File: config.mk
export PLATFORM = sky130hd
export DESIGN_NAME = data_mem_pipe_flat
export DESIGN_NICKNAME = d
export VERILOG_FILES = /design/src/rtl/data_mem_pipe_if.sv /design/src/rtl/data_mem_pipe.sv /design/src/flat_wrapper.sv
export SDC_FILE = /design/constraint.sdc
export NUM_CORES = 1
export LEC_CHECK = 0
export CORE_MARGIN = 1.5
export CORE_UTILIZATION = 30
export CTS_CLUSTER_DIAMETER = 150
export DETAILED_ROUTE_END_ITERATION = 12
export SYNTH_ARGS = -nofsm -noshare
export SYNTH_HDL_FRONTEND = slang
export SYNTH_SLANG_ARGS = --single-unit
File: constraint.sdc
create_clock -name CLK -period 2.8 [get_ports CLK]
set_input_delay 0.56 -clock CLK [delete_from_list [all_inputs] [get_ports CLK]]
set_output_delay 0.56 -clock CLK [all_outputs]
set_load 0.01 [all_outputs]
File: src/rtl/data_mem_pipe_if.sv
// -----------------------------------------------------------------------------
// data_mem_pipe_if
// Request/response bundle for the MEM-stage data memory (data_mem_pipe).
//
// Signals
//   REQ_VALID   request present this cycle
//   REQ_READY   memory can accept a request this cycle
//   REQ_WRITE   1 = write, 0 = read
//   REQ_ADDR    word address (ADDR_W bits)
//   REQ_WDATA   write data (DATA_W bits)
//   REQ_BE      byte enables, bit i covers data bits [8i+7:8i]
//   RESP_VALID  one-cycle pulse per accepted read
//   RESP_DATA   read data, zero while RESP_VALID is low
//   RESP_ERR    the read address was out of range (qualified by RESP_VALID)
//   WR_ERR      sticky: an out-of-range write was dropped
//   INIT_DONE   contents initialised, requests may be issued
//
// Modports
//   master  requester side (pipeline MEM stage)
//   slave   memory side
// -----------------------------------------------------------------------------
interface data_mem_pipe_if #(
    parameter int ADDR_W = 64,
    parameter int DATA_W = 64
);
    logic                  REQ_VALID;
    logic                  REQ_READY;
    logic                  REQ_WRITE;
    logic [ADDR_W-1:0]     REQ_ADDR;
    logic [DATA_W-1:0]     REQ_WDATA;
    logic [DATA_W/8-1:0]   REQ_BE;
    logic                  RESP_VALID;
    logic [DATA_W-1:0]     RESP_DATA;
    logic                  RESP_ERR;
    logic                  WR_ERR;
    logic                  INIT_DONE;

    modport master (
        output REQ_VALID, REQ_WRITE, REQ_ADDR, REQ_WDATA, REQ_BE,
        input  REQ_READY, RESP_VALID, RESP_DATA, RESP_ERR, WR_ERR, INIT_DONE
    );

    modport slave (
        input  REQ_VALID, REQ_WRITE, REQ_ADDR, REQ_WDATA, REQ_BE,
        output REQ_READY, RESP_VALID, RESP_DATA, RESP_ERR, WR_ERR, INIT_DONE
    );
endinterface

File: src/rtl/data_mem_pipe.sv
// -----------------------------------------------------------------------------
// data_mem_pipe
// Data memory for the MEM stage of the pipelined ARM datapath. Accepts one
// valid/ready request per cycle, supports byte-enable writes, returns reads
// after READ_LAT cycles, flags out-of-range accesses instead of aliasing them,
// and optionally zeroes the whole array after reset before taking requests.
//
// Parameters
//   DATA_W      data word width, multiple of 8
//   DEPTH       number of words, power of two, 2..65536
//   ADDR_W      request (word) address width
//   READ_LAT    accept-to-RESP_VALID latency, 1..4
//   INIT_CLEAR  1 = clear all words after reset, 0 = ready right away
//
// Ports
//   CLK    system clock, rising edge
//   RST_N  asynchronous active-low reset
//   bus    data_mem_pipe_if slave modport (request and response signals)
//
// FSM
//   state    | meaning
//   ST_INIT  | init engine zeroes word[init_cnt_q], one word per cycle
//   ST_READY | requests accepted; held until the next reset
// -----------------------------------------------------------------------------
module data_mem_pipe #(
    parameter int DATA_W     = 64,
    parameter int DEPTH      = 16,
    parameter int ADDR_W     = 64,
    parameter int READ_LAT   = 1,
    parameter bit INIT_CLEAR = 1'b1
) (
    input  logic           CLK,
    input  logic           RST_N,
    data_mem_pipe_if.slave bus
);

    localparam int IDX_W = (DEPTH > 1) ? $clog2(DEPTH) : 1;
    localparam int BE_W  = DATA_W / 8;
    localparam logic [ADDR_W-1:0] DEPTH_A = ADDR_W'(DEPTH);
    localparam logic [IDX_W-1:0]  LAST_IDX = IDX_W'(DEPTH - 1);

    typedef enum logic {
        ST_INIT  = 1'b0,
        ST_READY = 1'b1
    } state_t;

    state_t            state_q;
    state_t            state_d;
    logic [IDX_W-1:0]  init_cnt_q;
    logic              done_q;

    logic              init_we;
    logic              req_ready;
    logic              init_done;

    logic              accept;
    logic              acc_rd;
    logic              acc_wr;
    logic              in_range;
    logic [IDX_W-1:0]  idx;

    logic              wr_err_q;

    logic [DATA_W-1:0] mem [DEPTH];

    logic              pv_q [READ_LAT];
    logic              pe_q [READ_LAT];
    logic [DATA_W-1:0] pd_q [READ_LAT];

    // ------------------------------------------------------------------
    // FSM: state register
    // done_q is registered from the next state so that, even when reset
    // lands directly in ST_READY (INIT_CLEAR=0), READY/INIT_DONE stay low
    // during reset and rise on the first edge after release.
    // ------------------------------------------------------------------
    always_ff @(posedge CLK or negedge RST_N) begin
        if (!RST_N) begin
            if (INIT_CLEAR) begin
                state_q <= ST_INIT;
            end else begin
                state_q <= ST_READY;
            end
            init_cnt_q <= '0;
            done_q     <= 1'b0;
        end else begin
            state_q <= state_d;
            done_q  <= (state_d == ST_READY);
            if (state_q == ST_INIT) begin
                init_cnt_q <= init_cnt_q + 1'b1;
            end
        end
    end

    // ------------------------------------------------------------------
    // FSM: next state
    // ------------------------------------------------------------------
    always_comb begin
        state_d = state_q;
        if ((state_q == ST_INIT) && (init_cnt_q == LAST_IDX)) begin
            state_d = ST_READY;
        end
    end

    // ------------------------------------------------------------------
    // FSM: outputs
    // ------------------------------------------------------------------
    always_comb begin
        init_we   = 1'b0;
        req_ready = 1'b0;
        init_done = 1'b0;
        if (state_q == ST_INIT) begin
            init_we = 1'b1;
        end
        if (done_q) begin
            req_ready = 1'b1;
            init_done = 1'b1;
        end
    end

    // ------------------------------------------------------------------
    // Request decode. The full address is compared against DEPTH so that
    // high address bits never alias onto a valid word; the low index bits
    // are only used once the range check has passed.
    // ------------------------------------------------------------------
    assign accept   = bus.REQ_VALID && req_ready;
    assign acc_wr   = accept && bus.REQ_WRITE;
    assign acc_rd   = accept && !bus.REQ_WRITE;
    assign in_range = (bus.REQ_ADDR < DEPTH_A);
    assign idx      = bus.REQ_ADDR[IDX_W-1:0];

    // ------------------------------------------------------------------
    // Storage. Not reset; the init engine clears it when enabled. Init
    // writes and request writes never overlap since requests are only
    // accepted once done_q is set.
    // ------------------------------------------------------------------
    always_ff @(posedge CLK) begin
        if (init_we) begin
            mem[init_cnt_q] <= '0;
        end else if (acc_wr && in_range) begin
            for (int i = 0; i < BE_W; i++) begin
                if (bus.REQ_BE[i]) begin
                    mem[idx][8*i +: 8] <= bus.REQ_WDATA[8*i +: 8];
                end
            end
        end
    end

    // ------------------------------------------------------------------
    // Sticky dropped-write flag
    // ------------------------------------------------------------------
    always_ff @(posedge CLK or negedge RST_N) begin
        if (!RST_N) begin
            wr_err_q <= 1'b0;
        end else if (acc_wr && !in_range) begin
            wr_err_q <= 1'b1;
        end
    end

    // ------------------------------------------------------------------
    // Read pipeline. Stage 0 samples the array at the accept edge, so a
    // write committed on an earlier edge is visible. Data and error are
    // forced to zero in empty slots so RESP_DATA/RESP_ERR are clean
    // whenever RESP_VALID is low.
    // ------------------------------------------------------------------
    always_ff @(posedge CLK or negedge RST_N) begin
        if (!RST_N) begin
            for (int i = 0; i < READ_LAT; i++) begin
                pv_q[i] <= 1'b0;
                pe_q[i] <= 1'b0;
                pd_q[i] <= '0;
            end
        end else begin
            pv_q[0] <= acc_rd;
            pe_q[0] <= acc_rd && !in_range;
            pd_q[0] <= (acc_rd && in_range) ? mem[idx] : '0;
            for (int i = 1; i < READ_LAT; i++) begin
                pv_q[i] <= pv_q[i-1];
                pe_q[i] <= pe_q[i-1];
                pd_q[i] <= pd_q[i-1];
            end
        end
    end

    assign bus.REQ_READY  = req_ready;
    assign bus.INIT_DONE  = init_done;
    assign bus.WR_ERR     = wr_err_q;
    assign bus.RESP_VALID = pv_q[READ_LAT-1];
    assign bus.RESP_ERR   = pe_q[READ_LAT-1];
    assign bus.RESP_DATA  = pd_q[READ_LAT-1];

endmodule

File: src/flat_wrapper.sv
// flat-port wrapper written by rule: the top's interface ports become plain ports
module data_mem_pipe_flat 
#(
    parameter int DATA_W     = 64,
    parameter int DEPTH      = 16,
    parameter int ADDR_W     = 64,
    parameter int READ_LAT   = 1,
    parameter bit INIT_CLEAR = 1'b1
)
  (CLK, RST_N, bus_REQ_VALID, bus_REQ_WRITE, bus_REQ_ADDR, bus_REQ_WDATA, bus_REQ_BE, bus_REQ_READY, bus_RESP_VALID, bus_RESP_DATA, bus_RESP_ERR, bus_WR_ERR, bus_INIT_DONE);
  data_mem_pipe_if #(.ADDR_W(ADDR_W), .DATA_W(DATA_W)) bus_i ();
  input  logic CLK;
  input  logic RST_N;
  input wire logic [$bits(bus_i.REQ_VALID)-1:0] bus_REQ_VALID;
  input wire logic [$bits(bus_i.REQ_WRITE)-1:0] bus_REQ_WRITE;
  input wire logic [$bits(bus_i.REQ_ADDR)-1:0] bus_REQ_ADDR;
  input wire logic [$bits(bus_i.REQ_WDATA)-1:0] bus_REQ_WDATA;
  input wire logic [$bits(bus_i.REQ_BE)-1:0] bus_REQ_BE;
  output wire logic [$bits(bus_i.REQ_READY)-1:0] bus_REQ_READY;
  output wire logic [$bits(bus_i.RESP_VALID)-1:0] bus_RESP_VALID;
  output wire logic [$bits(bus_i.RESP_DATA)-1:0] bus_RESP_DATA;
  output wire logic [$bits(bus_i.RESP_ERR)-1:0] bus_RESP_ERR;
  output wire logic [$bits(bus_i.WR_ERR)-1:0] bus_WR_ERR;
  output wire logic [$bits(bus_i.INIT_DONE)-1:0] bus_INIT_DONE;
  assign bus_i.REQ_VALID = bus_REQ_VALID;
  assign bus_i.REQ_WRITE = bus_REQ_WRITE;
  assign bus_i.REQ_ADDR = bus_REQ_ADDR;
  assign bus_i.REQ_WDATA = bus_REQ_WDATA;
  assign bus_i.REQ_BE = bus_REQ_BE;
  assign bus_REQ_READY = bus_i.REQ_READY;
  assign bus_RESP_VALID = bus_i.RESP_VALID;
  assign bus_RESP_DATA = bus_i.RESP_DATA;
  assign bus_RESP_ERR = bus_i.RESP_ERR;
  assign bus_WR_ERR = bus_i.WR_ERR;
  assign bus_INIT_DONE = bus_i.INIT_DONE;
  data_mem_pipe #(.DATA_W(DATA_W), .DEPTH(DEPTH), .ADDR_W(ADDR_W), .READ_LAT(READ_LAT), .INIT_CLEAR(INIT_CLEAR)) u_core (.CLK(CLK), .RST_N(RST_N), .bus(bus_i));
endmodule
* Word-level counts from Yosys, hierarchy flattened
Memory sizes are Yosys's and may differ from the RTL's. Index checks and enable logic that the tools add are counted.
Operators by class: $add $sub $neg 1, multipliers 0, divide/modulo/power cells 0, magnitude comparators 1, eq/ne operators 1, shift-type cells 0, mux-type cells 38, bitwise logic cells 1, reductions and logical operators 11
Operators by type and width (count):
- $mux W64 | 2
- $lt A64 B5 Y1 const B | 1
- $reduce_or A64 Y1 | 1
- $mux W1 | 34
- $logic_and A1 B1 Y1 | 8
- $mux W8 | 1
- $add A4 B1 Y4 const B | 1
- $eq A4 B4 Y1 const B | 1
- $mux W4 | 1
- $logic_not A1 Y1 | 2
- $not A1 Y1 | 1
Word-level totals: register bits after elaboration 72, latch bits 0, memory bits (writable) 1024, bits in read-only memories 0, memories kept 1
Memories:
- u_core.mem | words 16, width 64, read ports 1, clocked after Yosys merged registers in 0, write ports 1, line data_mem_pipe.sv:64 | logic [DATA_W-1:0] mem [DEPTH];

* Longest topological paths before layout
depth after elaboration 9, mapped depth 8

* Least setup slack after synthesis
OpenSTA, ideal clock, no wires.
path kind input port to flip-flop, start input port bus_REQ_ADDR[39], end memory u_core.mem[10][0], enable pin, setup time 370 ps, arrival 2552 ps, required time 2430 ps, slack -122 ps, stages on the path 6, path buffers 1, path through nor4_1 > nand4_1 > nor4_4 > buf_4 > mux2_4 > nor2_1
On the way: longest elaborated chain between the ends 7, elaborated cells between the ends (all ways) 29, those cells by class order compare (1); mux (26); reduce/logical (2)
RTL lines:
- start, declared | line flat_wrapper.sv:16 | input wire logic [$bits(bus_i.REQ_ADDR)-1:0] bus_REQ_ADDR;
- $lt A64 B5 Y1 (*) | line data_mem_pipe.sv:128 | assign in_range = (bus.REQ_ADDR < DEPTH_A);
- $logic_and A1 B1 Y1 (*) | line data_mem_pipe.sv:139 | end else if (acc_wr && in_range) begin
- $mux W1 | line data_mem_pipe.sv:139
- $mux W1 | line data_mem_pipe.sv:137 | if (init_we) begin
- $mux W1 (implied by the code) | line data_mem_pipe.sv:142 | mem[idx][8*i +: 8] <= bus.REQ_WDATA[8*i +: 8];
- $reduce_or A64 Y1 (no source line)
- $mux W4 (no source line) / $mux W8 (equally long branches)
- end, declared | line data_mem_pipe.sv:64
Every way passes the cells marked *; elsewhere a longest branch is shown, timed or not.

* Final worst setup path
start input port bus_REQ_BE[2], end memory u_core.mem[0][35], enable pin
On the way: longest elaborated chain between the ends 6, elaborated cells between the ends (all ways) 7, those cells by class mux (6); reduce/logical (1)
RTL lines:
- start, declared | line flat_wrapper.sv:18 | input wire logic [$bits(bus_i.REQ_BE)-1:0] bus_REQ_BE;
- $mux W1 (*) | line data_mem_pipe.sv:141 | if (bus.REQ_BE[i]) begin
- $mux W1 (*) | line data_mem_pipe.sv:139
- $mux W1 (*) | line data_mem_pipe.sv:137
- $mux W1 (implied by the code) (*) | line data_mem_pipe.sv:142
- $reduce_or A64 Y1 (no source line) (*)
- $mux W4 (no source line) / $mux W8 (equally long branches)
Marked as above.

==> out/metrics.csv <==
stage,metric,value,unit
run_status,status,finished with violations,
run_status,failed_checks,setup timing,
clock_network,cts_made_buffers,109,
clock_network,clock_sinks,1096,
global_route,grt_pass1_wl,163,mm
die,io_pins,209,
detailed_routing,via_per_inst,4.95,
detailed_routing,vias,22703,
hold_path,hold_class,in -> async,
clock_network,clockRootBuffer,clkbuf_16,
place,dpl.hpwl,75.2,mm
sta,finalHoldViolCount,0,
clock_network,clock_path_buffers,3,
synthesis,ys_ff_latch,1096,
sta,setup_viol,5,
power,internal_power,26.6,mW
critical_path,worstSetupPathType,in -> reg,
power,p_leak,15.1,nW
synthesis,synth-seq-area-share,75.4,%
synthesis,avgSynthCellArea,20.8,µm²
layout,drive_gt1_share,34.0,%
critical_path,crit_top_cell,nor2_1,
global_route,overflow,0,
global_route,grt_use_met2,25.2,%
power,p_switching,6.68,mW
layout,fin_util,38.5,%
global_route,top_usage_layer,met2,
die,core,143000,µm²
synthesis,synth_fp_nets,2216,
detailed_routing,drtPass1Iterations,8,
global_route,antenna_found_initial,3,
critical_path,start_kind,primary input,
critical_path,crit_family,simple AND/OR/NAND/NOR gates,
detailed_routing,drtIter0Drc,2221,
power,combPwrFrac,2.7,%
sta,max_slew_margin,41.8,%
global_route,grt_use_total,15.2,%
run,maxCapViolCount,0,
critical_path,cp_num_buf_inv,4,
global_route,grt_pass1_vias,23854,
power,clockPowerShare,44.3,%
sta,worst_slew_pin_slew,0.873,ns
synthesis,synth.cell_area,43200,µm²
die,die-area,146000,µm²
place,io_buffers,208,
power,ir_drop,0.488,mV
place,dp_slack,-1.09,ns
sta,period_share,100,%
synthesis,yosys_warnings,0,
detailed_routing,drc,0,
sta,fmax,0.356,GHz
detailed_routing,wl_per_cell,24.6,µm
synthesis,synthDistinctLibCells,32,
layout,fillers,12870,
critical_path,crit_chain,clkdlybuf4s50_1 -> or4_1 -> nor2_2 -> buf_12 -> nor2_1 -> mux2_1 -> buf_4 -> nor2_1 -> buf_6,
power,powerDensity,603,nW/µm²
layout,fin_nets,2735,
critical_path,worstPathRequired,3.20,ns
layout,multi_input_area,10300,µm²
critical_path,cp_max_fo,19,
critical_path,crit_arrival,3.21,ns
critical_path,crit_path_end_kind,flop,
critical_path,cp_slowest_cell,or4_1,
power,switching_share,20.1,%
die,die_h,382,µm
global_route,grtUsageMet3,3.35,%
synthesis,synthCells,2075,
sta,rsz0062_at_grt,yes,
power,seq_power_share,52.9,%
clock_network,cts_tree,done,
layout,areaGrowthSynthToFinish,27.9,%
sta,setup_slack,-0.00610,ns
layout,regArea,32600,µm²
sta,slew_viol_final,0,
clock_network,clk_latency,0.72,ns
detailed_routing,drt_wl_total,113,mm
clock_network,htree_levels,3,
sta,fin_crit,2.81,ns
sta,fin_worst_skew,0.0249,ns
global_route,grt_max_degree,71,
critical_path,critPathMaxStageDelay,0.71,ns
die,row_count,139,
die,start_util,30.1,%
die,die_w,382,µm
place,routabilityCongestion,0.855,
global_route,grt_use_met1,20.3,%
clock_network,cts.clk_slew.worst_paths,0.06,ns
detailed_routing,ant_nets,0,
[repair_timing]
| action | CTS | global route |
|---|---|---|
| endpoints found under the hold margin | 24 | 0 |
| pin swaps | 3 | 2 |
| gates resized for setup | 43 | 98 |
| endpoints found under the setup margin | 1182 | 1137 |
| buffers inserted | 1 | 2 |
| cloned | 0 | 3 |
| hold buffers | 1 | 0 |
[routing by layer]
layer  vias to the layer above  wire (µm)
li1                       9578          -
met1                     12045      47000
met2                       935      55600
met3                       145       8150
met4                         0       2050
met5                         -          0
[sequential cells by signal, summed over array words and instances (netlist names)]
name,flops
u_core.state_q,1
u_core.bus.WR_ERR,1
u_core.init_cnt_q,4
u_core.mem,1024
u_core.bus.RESP_VALID,1
u_core.bus.RESP_ERR,1
u_core.bus.RESP_DATA,64
[layout make-up]
cell class,instances,share of cell area [%]
Sequential cell,1096,59.0
Multi-Input combinational cell,845,18.6
Timing Repair Buffer,542,11.5
Clock buffer,136,5.30
Tap cell,1903,4.31
Clock inverter,66,1.26
Antenna cell,1,0.00453
[logic make-up (layout without fill, tap and decap cells)]
kind of cell | Yosys count | in the layout | share of synthesized area (%)
compound gates | 3 | 3 | 0.0580
xor+xnor | 3 | 3 | 0.0609
fa+ha+maj | 1 | 1 | 0.0290
buf+inv | 134 | 744 | 1.38
flops | 1096 | 1096 | 75.4
mux | 337 | 337 | 17.2
other cells | 0 | 1 | 0
simple gates | 501 | 501 | 5.87
[stage by stage]
stage / power [mW] / std cells / hold WS (ns) / TNS [ns] / cell area, µm²
2_1_floorplan: 18.4 / 2075 / 0.264 / -78.40 / 43200
3_3_place_gp: 18.9 / 4379 / 0.462 / -1492.05 / 51000
3_5_place_dp: 18.9 / 4379 / 0.487 / -1699.78 / 51000
4_1_cts: 33.7 / 4583 / 0.341 / 0 / 54800
5_1_grt: 34.2 / 4588 / 0.382 / -0.698 / 55200
6_report: 33.3 / 4589 / 0.367 / -0.0144 / 55200
[worst register-to-register path: stages (launching register included)]
cell and delay (ns):
dfrtp_2 0.43, and3_1 0.23, buf_12 0.15, nand4_1 0.21, nor4_4 0.25, buf_12 0.19, mux2_1 0.39, buf_4 0.19
nor2_1 0.15, buf_6 0.20
[cells in the final DEF, fill, tap and decap left out, types with 65 or more instances in the layout]
cell type / synthesis / layout
and3_1: 65 / 65
buf_12: 0 / 116
buf_4: 10 / 157
clkbuf_16: 0 / 116
clkdlybuf4s50_1: 0 / 203
dfrtp_1: 72 / 71
edfxtp_1: 1024 / 1024
mux4_2: 320 / 320
nand3_1: 136 / 136
nor2_1: 156 / 92
[cell usage after synthesis (all sizes together)]
master     n  area share, %
buf       54           0.67
nor3b      1          0.043
mux4     320             17
nor3       7          0.081
mux2      17           0.53
nand2b    13           0.19
o21bai     1          0.017
dfrtp     72            4.2
nand4b     1          0.020
nor2b      4          0.058
nor2     157            1.4
nor4      18           0.31
and3      65           0.94
xnor2      3          0.061
nand4      5          0.072
a31o       1          0.020
o41ai      1          0.020
clkbuf    80           0.71
and2      64           0.93
ha         1          0.029
edfxtp  1024             71
nand3    136            1.6
or4        2          0.035
nand2     28           0.24
[path summary, 6_finish.rpt]
kind	slack (ns)	start	cells past startpoint	to
max	-0.006	bus_REQ_BE[2]	9	u_core.mem[0][35]
min	0.37	RST_N	2	u_core.bus.RESP_DATA[43]
max reg2reg	0.09	u_core.state_q	9	u_core.mem[0][35]
min reg2reg	0.50	u_core.bus.WR_ERR	1	u_core.bus.WR_ERR
max in group asynchronous	1.69	RST_N	3	u_core.bus.RESP_DATA[13]
min in group CLK	0.50	u_core.bus.WR_ERR	1	u_core.bus.WR_ERR
[power groups by stage]
| stage | Sequential (mW) | Combinational [mW] | Clock, mW |
|---|---|---|---|
| after detailed placement | 18.0 | 0.921 | 0 |
| after CTS | 17.6 | 0.928 | 15.1 |
| after global placement | 18.0 | 0.915 | 0 |
| after global routing | 17.6 | 0.972 | 15.6 |
| after floorplan | 18.0 | 0.434 | 0 |
| final | 17.6 | 0.908 | 14.8 |
(Power assumes the default switching activity.)
